===== src/rtl/i2c_arbiter_if.sv =====
// Signal bundle between the two I2C clients, the arbiter and the shared i2c_master.
// The master modport is the arbiter's view; the slave modport is the clients' and master's view.
interface i2c_arbiter_if;
  // Handshakes:
  //   req/gnt: req[i] is a level held by client i. gnt is one-hot and lasts one whole I2C transaction.
  //     A drop of req while granted is ignored. done[i] pulses for one cycle as the grant ends.
  //   m_start/m_ready: m_start rises only while m_ready=1. It is held until m_ready falls.
  //     The transaction then runs until m_ready rises again.
  //   data strobes: m_data_req/m_data_ready reach only the owner.
  //     The owner refreshes its cli_data byte after each data_req pulse.
  logic [1:0]  req;
  logic [13:0] cli_addr;
  logic [1:0]  cli_rw;
  logic [9:0]  cli_packets;
  logic [15:0] cli_data;
  logic [1:0]  gnt;
  logic [1:0]  done;
  logic [1:0]  cli_data_req;
  logic [1:0]  cli_data_ready;
  logic        err;
  logic        m_start;
  logic [6:0]  m_addr;
  logic        m_rw;
  logic [4:0]  m_packets;
  logic [7:0]  m_data;
  logic        m_ready;
  logic        m_data_req;
  logic        m_data_ready;

  modport master (
    input  req, cli_addr, cli_rw, cli_packets, cli_data,
    input  m_ready, m_data_req, m_data_ready,
    output gnt, done, cli_data_req, cli_data_ready, err,
    output m_start, m_addr, m_rw, m_packets, m_data
  );

  modport slave (
    output req, cli_addr, cli_rw, cli_packets, cli_data,
    output m_ready, m_data_req, m_data_ready,
    input  gnt, done, cli_data_req, cli_data_ready, err,
    input  m_start, m_addr, m_rw, m_packets, m_data
  );
endinterface


===== src/rtl/i2c_arbiter.sv =====
// Round-robin owner selection for one shared i2c_master, one whole transaction per grant.
// A fixed guard gap follows each transaction. Timeouts set a sticky err flag.
module i2c_arbiter #(
  parameter int GUARD_CYCLES   = 100,
  parameter int LAUNCH_TIMEOUT = 255,
  parameter int BUSY_TIMEOUT   = 2000000
) (
  input  logic        clk,
  input  logic        reset,
  i2c_arbiter_if.master bus,
  output logic [1:0]  dbg_state
);
  typedef enum logic [1:0] {IDLE = 2'd0, LAUNCH = 2'd1, BUSY = 2'd2, GUARD = 2'd3} state_e;

  localparam logic [31:0] LAUNCH_LIM = 32'(LAUNCH_TIMEOUT);
  localparam logic [31:0] BUSY_LIM   = 32'(BUSY_TIMEOUT);
  localparam logic [31:0] GUARD_LIM  = 32'(GUARD_CYCLES - 1);

  state_e      state_q, state_d;
  logic [31:0] cnt_q, cnt_d;
  logic [1:0]  gnt_q, gnt_d;
  logic [1:0]  done_q, done_d;
  logic        err_q, err_d;
  logic        m_start_q, m_start_d;
  logic        owner_q, owner_d;
  logic        last_q, last_d;
  logic [6:0]  addr_q, addr_d;
  logic        rw_q, rw_d;
  logic [4:0]  pk_q, pk_d;
  logic        winner;

  always_ff @(posedge clk or posedge reset) begin
    if (reset) begin
      state_q   <= IDLE;
      cnt_q     <= '0;
      gnt_q     <= '0;
      done_q    <= '0;
      err_q     <= 1'b0;
      m_start_q <= 1'b0;
      owner_q   <= 1'b0;
      last_q    <= 1'b1;
      addr_q    <= '0;
      rw_q      <= 1'b1;
      pk_q      <= '0;
    end else begin
      state_q   <= state_d;
      cnt_q     <= cnt_d;
      gnt_q     <= gnt_d;
      done_q    <= done_d;
      err_q     <= err_d;
      m_start_q <= m_start_d;
      owner_q   <= owner_d;
      last_q    <= last_d;
      addr_q    <= addr_d;
      rw_q      <= rw_d;
      pk_q      <= pk_d;
    end
  end

  always_comb begin
    state_d   = state_q;
    cnt_d     = cnt_q + 32'd1;
    gnt_d     = gnt_q;
    done_d    = '0;
    err_d     = err_q;
    m_start_d = m_start_q;
    owner_d   = owner_q;
    last_d    = last_q;
    addr_d    = addr_q;
    rw_d      = rw_q;
    pk_d      = pk_q;
    // With both requesting, the client that did not finish last goes next.
    winner    = (bus.req == 2'b10) ? 1'b1 : (bus.req == 2'b11) ? ~last_q : 1'b0;
    unique case (state_q)
      IDLE: begin
        cnt_d = '0;
        if (bus.m_ready && (bus.req != 2'b00)) begin
          state_d   = LAUNCH;
          owner_d   = winner;
          gnt_d     = winner ? 2'b10 : 2'b01;
          addr_d    = winner ? bus.cli_addr[13:7] : bus.cli_addr[6:0];
          rw_d      = winner ? bus.cli_rw[1] : bus.cli_rw[0];
          pk_d      = winner ? bus.cli_packets[9:5] : bus.cli_packets[4:0];
          m_start_d = 1'b1;
        end
      end
      LAUNCH: begin
        if (!bus.m_ready) begin
          state_d   = BUSY;
          cnt_d     = '0;
          m_start_d = 1'b0;
        end else if (cnt_q >= LAUNCH_LIM) begin
          state_d   = GUARD;
          cnt_d     = '0;
          m_start_d = 1'b0;
          gnt_d     = '0;
          err_d     = 1'b1;
        end
      end
      BUSY: begin
        if (bus.m_ready) begin
          state_d = GUARD;
          cnt_d   = '0;
          done_d  = gnt_q;
          gnt_d   = '0;
          last_d  = owner_q;
        end else if (cnt_q >= BUSY_LIM) begin
          state_d = GUARD;
          cnt_d   = '0;
          gnt_d   = '0;
          err_d   = 1'b1;
        end
      end
      GUARD: begin
        if (cnt_q >= GUARD_LIM) begin
          state_d = IDLE;
          cnt_d   = '0;
        end
      end
      default: state_d = IDLE;
    endcase
  end

  always_comb begin
    bus.gnt            = gnt_q;
    bus.done           = done_q;
    bus.err            = err_q;
    bus.m_start        = m_start_q;
    bus.m_addr         = addr_q;
    bus.m_rw           = rw_q;
    bus.m_packets      = pk_q;
    bus.m_data         = '0;
    if (gnt_q != 2'b00) bus.m_data = owner_q ? bus.cli_data[15:8] : bus.cli_data[7:0];
    bus.cli_data_req   = gnt_q & {2{bus.m_data_req}};
    bus.cli_data_ready = gnt_q & {2{bus.m_data_ready}};
    dbg_state          = state_q;
  end
endmodule


===== src/flat_wrapper.sv =====
// flat-port wrapper written by rule: the top's interface ports become plain ports
module i2c_arbiter_flat 
#(
  parameter int GUARD_CYCLES   = 100,
  parameter int LAUNCH_TIMEOUT = 255,
  parameter int BUSY_TIMEOUT   = 2000000
)
  (clk, reset, dbg_state, bus_req, bus_cli_addr, bus_cli_rw, bus_cli_packets, bus_cli_data, bus_m_ready, bus_m_data_req, bus_m_data_ready, bus_gnt, bus_done, bus_cli_data_req, bus_cli_data_ready, bus_err, bus_m_start, bus_m_addr, bus_m_rw, bus_m_packets, bus_m_data);
  i2c_arbiter_if bus_i ();
  input  logic clk;
  input  logic reset;
  output logic [1:0] dbg_state;
  input wire logic [$bits(bus_i.req)-1:0] bus_req;
  input wire logic [$bits(bus_i.cli_addr)-1:0] bus_cli_addr;
  input wire logic [$bits(bus_i.cli_rw)-1:0] bus_cli_rw;
  input wire logic [$bits(bus_i.cli_packets)-1:0] bus_cli_packets;
  input wire logic [$bits(bus_i.cli_data)-1:0] bus_cli_data;
  input wire logic [$bits(bus_i.m_ready)-1:0] bus_m_ready;
  input wire logic [$bits(bus_i.m_data_req)-1:0] bus_m_data_req;
  input wire logic [$bits(bus_i.m_data_ready)-1:0] bus_m_data_ready;
  output wire logic [$bits(bus_i.gnt)-1:0] bus_gnt;
  output wire logic [$bits(bus_i.done)-1:0] bus_done;
  output wire logic [$bits(bus_i.cli_data_req)-1:0] bus_cli_data_req;
  output wire logic [$bits(bus_i.cli_data_ready)-1:0] bus_cli_data_ready;
  output wire logic [$bits(bus_i.err)-1:0] bus_err;
  output wire logic [$bits(bus_i.m_start)-1:0] bus_m_start;
  output wire logic [$bits(bus_i.m_addr)-1:0] bus_m_addr;
  output wire logic [$bits(bus_i.m_rw)-1:0] bus_m_rw;
  output wire logic [$bits(bus_i.m_packets)-1:0] bus_m_packets;
  output wire logic [$bits(bus_i.m_data)-1:0] bus_m_data;
  assign bus_i.req = bus_req;
  assign bus_i.cli_addr = bus_cli_addr;
  assign bus_i.cli_rw = bus_cli_rw;
  assign bus_i.cli_packets = bus_cli_packets;
  assign bus_i.cli_data = bus_cli_data;
  assign bus_i.m_ready = bus_m_ready;
  assign bus_i.m_data_req = bus_m_data_req;
  assign bus_i.m_data_ready = bus_m_data_ready;
  assign bus_gnt = bus_i.gnt;
  assign bus_done = bus_i.done;
  assign bus_cli_data_req = bus_i.cli_data_req;
  assign bus_cli_data_ready = bus_i.cli_data_ready;
  assign bus_err = bus_i.err;
  assign bus_m_start = bus_i.m_start;
  assign bus_m_addr = bus_i.m_addr;
  assign bus_m_rw = bus_i.m_rw;
  assign bus_m_packets = bus_i.m_packets;
  assign bus_m_data = bus_i.m_data;
  i2c_arbiter #(.GUARD_CYCLES(GUARD_CYCLES), .LAUNCH_TIMEOUT(LAUNCH_TIMEOUT), .BUSY_TIMEOUT(BUSY_TIMEOUT)) u_core (.clk(clk), .reset(reset), .bus(bus_i), .dbg_state(dbg_state));
endmodule

===== config.mk =====
export PLATFORM = sky130hd
export DESIGN_NAME = i2c_arbiter_flat
export DESIGN_NICKNAME = d
export VERILOG_FILES = /design/src/rtl/i2c_arbiter_if.sv /design/src/rtl/i2c_arbiter.sv /design/src/flat_wrapper.sv
export SDC_FILE = /design/constraint.sdc
export NUM_CORES = 1
export LEC_CHECK = 0
export ABC_CLOCK_PERIOD_IN_PS = 2020
export BUFFER_PORTS_ARGS = -buffer_cell sky130_fd_sc_hd__buf_2
export CAP_MARGIN = 5
export CORE_ASPECT_RATIO = 0.5
export CORE_MARGIN = 2
export CORE_UTILIZATION = 45
export CTS_BUF_LIST = sky130_fd_sc_hd__clkbuf_16
export CTS_CLUSTER_DIAMETER = 120
export DETAILED_ROUTE_END_ITERATION = 16
export PLACE_DENSITY_LB_ADDON = 0.15
export SLEW_MARGIN = 20
export SYNTH_ARGS = -nofsm -noshare
export SYNTH_HDL_FRONTEND = slang
export SYNTH_SLANG_ARGS = --single-unit

===== constraint.sdc =====
create_clock -name clk -period 2.02 [get_ports clk]
set_clock_uncertainty 0.05 [all_clocks]
set_input_delay 0.202 -clock clk [delete_from_list [all_inputs] [get_ports clk]]
set_output_delay 0.202 -clock clk [all_outputs]
set_load 0.05 [all_outputs]

==> flow_summary.json, run 1 <==
{
  "outcome": "complete, but fails checks",
  "violations": "negative setup slack",
  "vias": 2306,
  "async_flop_share_pct": 100,
  "grt_max_degree": 33,
  "endpoint_kind": "flip-flop",
  "utilization_pct": 62.5,
  "max_freq_ghz": 0.466,
  "vdd_drop_max_uv": 657,
  "port_buffers": 81,
  "slowest_delay_ns": 0.53,
  "synth_edf_count": 0,
  "synth_seq_cells": 55,
  "r2r_slack_ns": -0.13,
  "period_share_pct": 106,
  "min_period_ns": 2.15,
  "area_growth_pct": 33.9,
  "cp_num_buf_inv": 1,
  "hold_viol": 0,
  "cp_max_fo": 13,
  "finalWirelength_um": 6250,
  "clock_latency_ns": 0.29,
  "drt_first_pass_iters": 4,
  "grtUsageMet2_pct": 32.0,
  "max_slew_margin_pct": 60.3,
  "drtIter0Drc": 65,
  "drc": 0,
  "ant_nets": 0,
  "fin_total_pwr_uw": 4470,
  "finalSetupViolations": 25,
  "crit_cells": 7,
  "die_width_um": 117,
  "fin_ws_ns": -0.126,
  "ys_types": 47,
  "htree_levels": 2,
  "grt_pass1_vias": 2185,
  "p_per_area_mw_per_mm2": 1170,
  "dominantRegCellSynth": "dfrtp_1",
  "r2r_start": "u_core.cnt_q[1]",
  "rsz0062_at_grt": "true",
  "path_clk_slew_ns": 0.07,
  "maxSlewViolCount": 0,
  "crit_end": "u_core.cnt_q[15]",
  "final_nets": 433,
  "yosysSeqAreaShare_pct": 48.4,
  "start_kind": "flip-flop",
  "clockRootBuffer": "clkbuf_16",
  "path_class": "flip-flop to flip-flop",
  "syn-instance-count": 259,
  "grt_pass1_wl_um": 9920,
  "synth_area_per_cell_sq_um": 11.0,
  "hold_class": "primary input to flip-flop",
  "initial_utilization_pct": 46.7,
  "gr-usage-met3_pct": 3.75,
  "p_leak_uw": 0.00182,
  "gp_congestion": 0.742,
  "arrival_ns": 2.30,
  "timing.rr.end": "u_core.cnt_q[15]",
  "grt_usage_pct": 18.5,
  "syn-cell-area_sq_mm": 0.00285,
  "drive_above_1_share_pct": 42.6,
  "cts.path.max_buffers": 2,
  "global_route.usage.met1_pct": 24.3,
  "r2r_cells": 7,
  "ys_warn_count": 0,
  "cts.sinks": 55,
  "numCtsBuffers": 5,
  "vias_per_cell": 4.95,
  "slowest_stage": "or4_4",
  "dieArea_sq_mm": 0.00703,
  "crit_start": "u_core.cnt_q[1]",
  "post-dp-hpwl_um": 4630,
  "core_sq_mm": 0.00611,
  "place_ws_ns": -0.111,
  "die_y_um": 60.3,
  "critical-path-top-delay-family": "simple AND/OR/NAND/NOR gates",
  "io_pins": 82,
  "worst_pin_slew_ns": 0.593,
  "grt-busiest-layer": "met2",
  "drv_cap": 0,
  "row_count": 20,
  "antenna_found_initial": 0,
  "cts_tree": "done",
  "overflow": 0,
  "wire_per_inst_um": 13.4,
  "cp.required_ns": 2.17,
  "diodes": 0,
  "cp_cell_sequence": "ha_2, or4_4, a311oi_4, a21o_2, a21oi_4, buf_12, nor3_2"
}
## state kept, by name, indices dropped and copies added, names as in the netlist
register / flops
u_core.cnt_q: 32
u_core.bus.m_addr: 7
u_core.bus.m_packets: 5
u_core.bus.done: 2
u_core.bus.gnt: 2
u_core.dbg_state: 2
u_core.bus.err: 1
u_core.bus.m_rw: 1
u_core.bus.m_start: 1
u_core.last_q: 1
u_core.owner_q: 1
## cell usage after synthesis (4+ instances only)
library cell  number  area share, %
ha_1               7            3.1
mux2_2             4            1.6
nand3_1           10            1.8
mux2i_1           21            7.4
and2_1             4           0.88
inv_1             10            1.3
nor3_1             4           0.70
xnor2_1           10            3.1
nand2_1           21            2.8
o21ai_0           15            2.6
xor2_1             8            2.5
clkbuf_1           7           0.92
nor3_2            20            7.0
dfrtp_1           53             47
and3_1             4           0.88
nand4_1            6            1.3
nor2_1            16            2.1
nor4_1             4           0.88
## worst register-to-register path: cells and delay by family (launching register included)
family	cells	cell delay (ns)
compound gates	3	0.57
fa+ha+maj	1	0.19
buf+inv	1	0.17
flops	1	0.38
simple gates	2	0.71
## cell families (layout without fill, tap and decap cells)
family / count (synthesis) / after routing / synth area share, %
and+or+nand+nor: 99 / 99 / 21.9
DFF: 55 / 55 / 48.4
AOI/OAI and AO/OA: 32 / 32 / 8.12
muxes: 26 / 26 / 9.48
buffers and inverters: 21 / 130 / 3.38
xor gates and xnor gates: 18 / 18 / 5.53
adders and majority gates: 7 / 7 / 3.07
other: 1 / 11 / 0.132
## layout make-up
type,instances,area (sq um)
fillers,519,2290
multi-input cells,193,1470
flip-flops and latches,55,1380
repair buffers,112,678
clock buffers,5,125
well taps,88,110
inverters,10,37.5
clock inverters,3,16.3
## stage by stage
stage	TNS (ns)	cell area [sq um]	hold WS, ns	cells
detailed placement	-1.34	3600	0.228	454
CTS	-1.40	3770	0.147	464
global placement	-0.902	3600	0.213	454
finish	-1.68	3820	0.148	466
floorplan	-0.137	2900	0.336	269
global route	-3.95	3820	0.164	466
## report_power, final
group / total, uW / switching, uW / internal [uW] / leakage (uW)
registers: 1480 / 165 / 1320 / 0.000702
clock network: 829 / 375 / 453 / 0.0000726
logic: 2160 / 1530 / 627 / 0.00104
## worst min-delay path by stage
stage / cells after the start / slack (ns) / from / endpoint
3_5_place_dp: 2 / 0.23 / reset / u_core.cnt_q[0]
4_1_cts: 3 / 0.15 / bus_cli_addr[0] / u_core.bus.m_addr[0]
3_3_place_gp: 2 / 0.21 / reset / u_core.cnt_q[1]
2_1_floorplan: 2 / 0.34 / bus_cli_rw[0] / u_core.bus.m_rw
5_1_grt: 3 / 0.16 / bus_cli_packets[2] / u_core.bus.m_packets[2]
6_report: 3 / 0.15 / bus_cli_addr[0] / u_core.bus.m_addr[0]
## per-layer routing
| layer | vias to the layer above | part of all wire, % | wire (um) |
|---|---|---|---|
| li1 | 1137 | - | - |
| met1 | 1116 | 46 | 2860 |
| met2 | 48 | 49 | 3080 |
| met3 | 5 | 4.1 | 254 |
| met4 | 0 | 0.82 | 51 |
| met5 | - | 0 | 0 |
## cells in the final DEF, fill, tap and decap left out, types with 2 or more instances in the layout
cell type  instances
a211o_1            2
and2_1             4
and3_1             4
and4_1             2
buf_12             3
buf_2             81
buf_4             27
clkbuf_16          5
conb_1            11
dfrtp_1           51
dfrtp_2            2
dfstp_2            2
ha_1               6
inv_1             10
mux2_2             4
mux2i_1           21
nand2_1           21
nand3_1            9
nand4_1            6
nor2_1            15
nor3_1             4
nor3_2            20
nor4_1             4
o21ai_0           15
o31ai_1            2
xnor2_1           10
xor2_1             8
## what timing repair did
item	CTS	global route
cloned	0	0
buffers inserted	1	2
pin swaps	6	5
hold buffers	1	0
setup endpoints to repair	25	26
resized for setup	3	4
endpoints found under the hold margin	23	0
(Power assumes the default switching activity.)
==> run 2: changes to the inputs <==
Settings changed: CORE_UTILIZATION 45 to 47.
==> run 2 against run 1 <==
  * Worst setup slack worse by 0.015 ns
  * Maximum frequency is 0.70% lower
  * The run still ends with negative setup slack left
  * Largest cell class unchanged
  * Clock power rose by 21%
  * Highest routed layer unchanged
  * Critical path depth unchanged
==> flow_summary.json, run 2 (same netlist as run 1, synthesis figures left out) <==
{
  "hold_depth": 3,
  "fin_total_pwr_uw": 4740,
  "core_sq_mm": 0.00566,
  "numCtsBuffers": 5,
  "ant_nets": 0,
  "comb_power_share_pct": 47.6,
  "power_frac_clock_pct": 21.1,
  "htree_levels": 2,
  "post-dp-hpwl_um": 4730,
  "row_count": 19,
  "slowest_stage": "or4_4",
  "cts.path.max_buffers": 2,
  "regMostFlops": "u_core.cnt_q",
  "placedInstanceArea_sq_mm": 0.00357,
  "endpoint_kind": "flip-flop",
  "cts.sinks": 55,
  "rsz0062_at_grt": "true",
  "final_nets": 436,
  "clock_latency_ns": 0.30,
  "die_width_um": 114,
  "switching_share_pct": 45.5,
  "grt_pass1_wl_um": 10300,
  "cp.required_ns": 2.19,
  "largest_register_ff_count": 32,
  "mostFrequentLayoutCells": "buf_2 (81), dfrtp_1 (51), buf_4 (29)",
  "p_leak_uw": 0.00186,
  "drc": 0,
  "p_switching_uw": 2160,
  "period_share_pct": 107,
  "antenna_found_initial": 0,
  "drive_above_1_share_pct": 43.3,
  "violations": "negative setup slack",
  "utilization_pct": 68.6,
  "hold_viol": 0,
  "outcome": "complete, but fails checks",
  "vias_per_cell": 5.17,
  "p_seq_share_pct": 31.3,
  "path_clk_slew_ns": 0.08,
  "p_per_area_mw_per_mm2": 1220,
  "diodes": 0,
  "final_design_area_no_fill_sq_mm": 0.00388,
  "final_cells": 454,
  "vdd_drop_max_uv": 915,
  "cts_tree": "done",
  "dpl.cell_count": 439,
  "clockRootBuffer": "clkbuf_16",
  "max_slew_margin_pct": 63.0,
  "slowest_delay_ns": 0.49,
  "grt_pass1_vias": 2290,
  "path_class": "flip-flop to flip-flop",
  "max_freq_ghz": 0.463,
  "worst_pin_slew_ns": 0.554,
  "cp_max_fo": 7,
  "fill_cells": 416,
  "area_growth_pct": 36.0,
  "overflow": 0,
  "final_common_cell": "buf_2",
  "start_kind": "flip-flop",
  "grt_max_degree": 32,
  "fin_ws_ns": -0.141,
  "port_buffers": 81,
  "arrival_ns": 2.33,
  "finalWirelength_um": 6440,
  "grt_usage_pct": 19.8,
  "drt_first_pass_iters": 4,
  "gp_congestion": 0.862,
  "vias": 2349,
  "min_period_ns": 2.16,
  "hold_class": "primary input to flip-flop",
  "r2r_cells": 7,
  "drtIter0Drc": 90,
  "die_y_um": 59.1,
  "maxSlewViolCount": 0,
  "io_pins": 82,
  "drv_cap": 0,
  "initial_utilization_pct": 50.4,
  "intPower_uw": 2580,
  "finalSetupViolations": 25,
  "dieArea_sq_mm": 0.00674,
  "wire_per_inst_um": 14.2,
  "cp_cell_sequence": "ha_2, or4_4, a311oi_4, a21o_2, a21oi_4, clkbuf_16, nor3_4"
}
-- run 2: power by group through the flow --
| stage | Combinational [uW] | Sequential [uW] | Clock [uW] |
|---|---|---|---|
| final | 2250 | 1480 | 999 |
| after global routing | 2400 | 1510 | 1060 |
| after CTS | 2210 | 1480 | 1020 |
| after detailed placement | 2180 | 1500 | 0 |
| after global placement | 2130 | 1500 | 0 |
| after floorplan | 1090 | 2040 | 0 |
-- run 2: stage by stage --
| step | setup TNS, ns | setup WS [ns] | hold slack [ns] |
|---|---|---|---|
| 5_1_grt | -3.85 | -0.182 | 0.148 |
| 6_report | -2.43 | -0.141 | 0.140 |
| 4_1_cts | -1.52 | -0.115 | 0.139 |
| 3_5_place_dp | -2.05 | -0.131 | 0.235 |
| 3_3_place_gp | -0.901 | -0.0593 | 0.225 |
| 2_1_floorplan | -0.137 | -0.0485 | 0.336 |
-- run 2: cell type report --
type,count,area (sq um),share of cell area (%)
multi-input cells,193,1490,38.3
flip-flops and latches,55,1380,35.6
repair buffers,115,709,18.3
clock buffers,5,125,3.23
well taps,73,91.3,2.35
clock inverters,3,47.5,1.23
inverters,10,37.5,0.968
-- run 2: worst max-delay path: cells and delay by family (launching register included) --
kind | cells | cell delay (ns)
and+or+nand+nor | 2 | 0.63
buffers and inverters | 1 | 0.20
adders and majority gates | 1 | 0.19
AOI/OAI and AO/OA | 3 | 0.62
DFF | 1 | 0.39
-- run 2: per-layer routing --
metal  GRT usage (%)  wire (um)  vias up
li1                -          -     1144
met1            25.1       2860     1117
met2            33.8       3180       76
met3            4.60        300       12
met4            7.49         94        0
met5               0          0        -
-- run 2: repair_timing --
item	in CTS	in global routing
buffers inserted	2	3
endpoints found under the hold margin	24	0
hold buffers	1	0
pin swaps	6	5
gates cloned	0	1
gates resized for setup	3	8
setup endpoints to repair	25	25
-- run 2: path summary, 6_finish.rpt --
check	slack (ns)	from	to
min	0.14	bus_cli_addr[0]	u_core.bus.m_addr[0]
max	-0.14	u_core.cnt_q[1]	u_core.cnt_q[7]
max in group asynchronous	0.84	reset	u_core.bus.m_rw
max reg2reg	-0.14	u_core.cnt_q[1]	u_core.cnt_q[7]
min reg2reg	0.43	u_core.bus.err	u_core.bus.err
min in group asynchronous	0.46	reset	u_core.bus.m_start
==> run 3: changes to the inputs <==
Settings changed: CORE_UTILIZATION 47 to 30, MAX_ROUTING_LAYER set to met4, SETUP_SLACK_MARGIN set to 0.4.
==> run 3 against run 2 <==
  * The flow still finishes with violations (negative setup slack)
  * Largest power group unchanged
  * Sequential share of layout area fell by 3.0 points
  * Routed wire length grew 8.4%
  * Register-to-register slack gained 0.04 ns
  * Worst setup slack gained 0.038 ns
  * Combinational power grew 24%
  * Clock power is 12% lower
  * Cell count rose by 13%
==> flow_summary.json, run 3 (same netlist as run 1, synthesis figures left out) <==
{
  "multi_input_area_sq_mm": 0.00163,
  "diodes": 0,
  "p_switching_uw": 2320,
  "finalWirelength_um": 6980,
  "cp.required_ns": 2.15,
  "cts.sinks": 55,
  "gp_congestion": 0.735,
  "largest_register_ff_count": 32,
  "wl_met1_um": 3240,
  "outcome": "complete, but fails checks",
  "p_leak_uw": 0.00193,
  "p_seq_share_pct": 28.6,
  "fin_ws_ns": -0.102,
  "regMostFlops": "u_core.cnt_q",
  "cts.path.max_buffers": 2,
  "row_count": 25,
  "switching_share_pct": 45.1,
  "dieArea_sq_mm": 0.0103,
  "endpoint_kind": "flip-flop",
  "grt_usage_pct": 14.6,
  "hold_class": "primary input to flip-flop",
  "vdd_drop_max_uv": 802,
  "path_class": "flip-flop to flip-flop",
  "wire_per_inst_um": 13.6,
  "cp_max_fo": 2,
  "final_cells": 514,
  "fill_cells": 863,
  "hold_viol": 0,
  "clockRootBuffer": "clkbuf_16",
  "antenna_found_initial": 0,
  "violations": "negative setup slack",
  "overflow": 0,
  "finalSetupViolations": 23,
  "initial_utilization_pct": 30.5,
  "post-dp-hpwl_um": 4930,
  "maxSlewViolCount": 0,
  "numCtsBuffers": 5,
  "die_y_um": 72.9,
  "drt_first_pass_iters": 6,
  "max_freq_ghz": 0.471,
  "die_width_um": 142,
  "vias_per_cell": 4.58,
  "core_sq_mm": 0.00935,
  "power_frac_clock_pct": 17.1,
  "mostFrequentLayoutCells": "buf_2 (73), dfrtp_1 (50), buf_4 (37)",
  "drtIter0Drc": 78,
  "max_slew_margin_pct": 57.8,
  "grt_pass1_vias": 2381,
  "p_per_area_mw_per_mm2": 1220,
  "grt_pass1_wl_um": 11400,
  "start_kind": "flip-flop",
  "worst_pin_slew_ns": 0.632,
  "routed-wl-met3_um": 292,
  "cts_tree": "done",
  "vias": 2356,
  "period_share_pct": 105,
  "area_growth_pct": 48.7,
  "seqCellArea_sq_mm": 0.00138,
  "htree_levels": 2,
  "wl_met2_um": 3340,
  "rsz0062_at_grt": "true",
  "topRoutingLayerUsed": "met4",
  "io_pins": 82,
  "min_period_ns": 2.12,
  "final_nets": 448,
  "clock_latency_ns": 0.30,
  "comb_power_share_pct": 54.3,
  "arrival_ns": 2.26,
  "drv_cap": 0,
  "intPower_uw": 2830,
  "path_clk_slew_ns": 0.07,
  "final_common_cell": "buf_2",
  "drc": 0,
  "dpl.cell_count": 491,
  "grt_max_degree": 30,
  "ant_nets": 0,
  "drive_above_1_share_pct": 51.7,
  "port_buffers": 81,
  "fin_hold_ws_ns": 0.121
}
==> run 3: cell types whose count changed in the layout (fill, tap and decap cells not counted), sizes merged <==
| cell | delta |
|---|---|
| buf | +13 |
| bufinv | -1 |
| clkbuf | -1 |
| inv | +1 |
==> run 3: layout make-up <==
cell class,count,area share (%)
Tap cell,121,3.57
Sequential cell,55,32.6
Multi-Input combinational cell,193,38.4
Inverter,10,0.885
Clock buffer,5,2.95
Timing Repair Buffer,127,21.0
Clock inverter,3,0.531
==> run 3: repair_timing <==
item,4_1_cts,5_1_grt
setup endpoints to repair,36,43
gates resized for setup,11,47
hold buffers,1,0
pin swaps,8,5
gates cloned,1,0
endpoints found under the hold margin,26,0
setup buffers,12,1
==> run 3: worst paths after layout <==
check	startpoint	to	slack, ns	depth (start not counted)
worst min-delay path	bus_cli_packets[1]	u_core.bus.m_packets[1]	0.12	3
min in group asynchronous	reset	u_core.cnt_q[13]	0.48	3
max in group asynchronous	reset	u_core.last_q	0.79	4
worst max register to register	u_core.cnt_q[0]	u_core.dbg_state[1]	-0.10	7
worst min register to register	u_core.bus.err	u_core.bus.err	0.43	1
worst max-delay path	u_core.cnt_q[0]	u_core.dbg_state[1]	-0.10	7
==> run 3: power groups by stage <==
| stage | combinational [uW] | sequential (uW) | clock (uW) |
|---|---|---|---|
| floorplan | 1230 | 2050 | 0 |
| global placement | 2260 | 1520 | 0 |
| detailed placement | 2300 | 1520 | 0 |
| CTS | 2540 | 1470 | 909 |
| global route | 2990 | 1500 | 954 |
| finish | 2800 | 1470 | 881 |
==> run 3: critical path, stage by stage (launching register included) <==
cell and delay, ns:
dfrtp_1 0.39, ha_2 0.19, or4_4 0.42, a311oi_4 0.32, a21o_2 0.17, buf_6 0.10, a221oi_2 0.06, mux2_4 0.32
==> run 3: stage by stage <==
| step | worst slack (ns) | total power (uW) | area, sq um | TNS (ns) | utilization [%] |
|---|---|---|---|---|---|
| detailed placement | -0.120 | 3820 | 3710 | -2.19 | 39.7 |
| finish | -0.102 | 5150 | 4240 | -1.22 | 45.3 |
| floorplan | -0.0480 | 3280 | 2970 | -0.136 | - |
| global route | -0.185 | 5440 | 4240 | -3.40 | 45.3 |
| CTS | -0.100 | 4910 | 4060 | -1.66 | 43.4 |
| global placement | -0.0566 | 3780 | 3710 | -1.00 | 39.7 |
==> run 3: metal layers <==
layer	vias to the layer above	GRT usage (%)
li1	1167	-
met1	1126	18.1
met2	54	23.6
met3	9	3.67
met4	0	5.00
met5	-	-
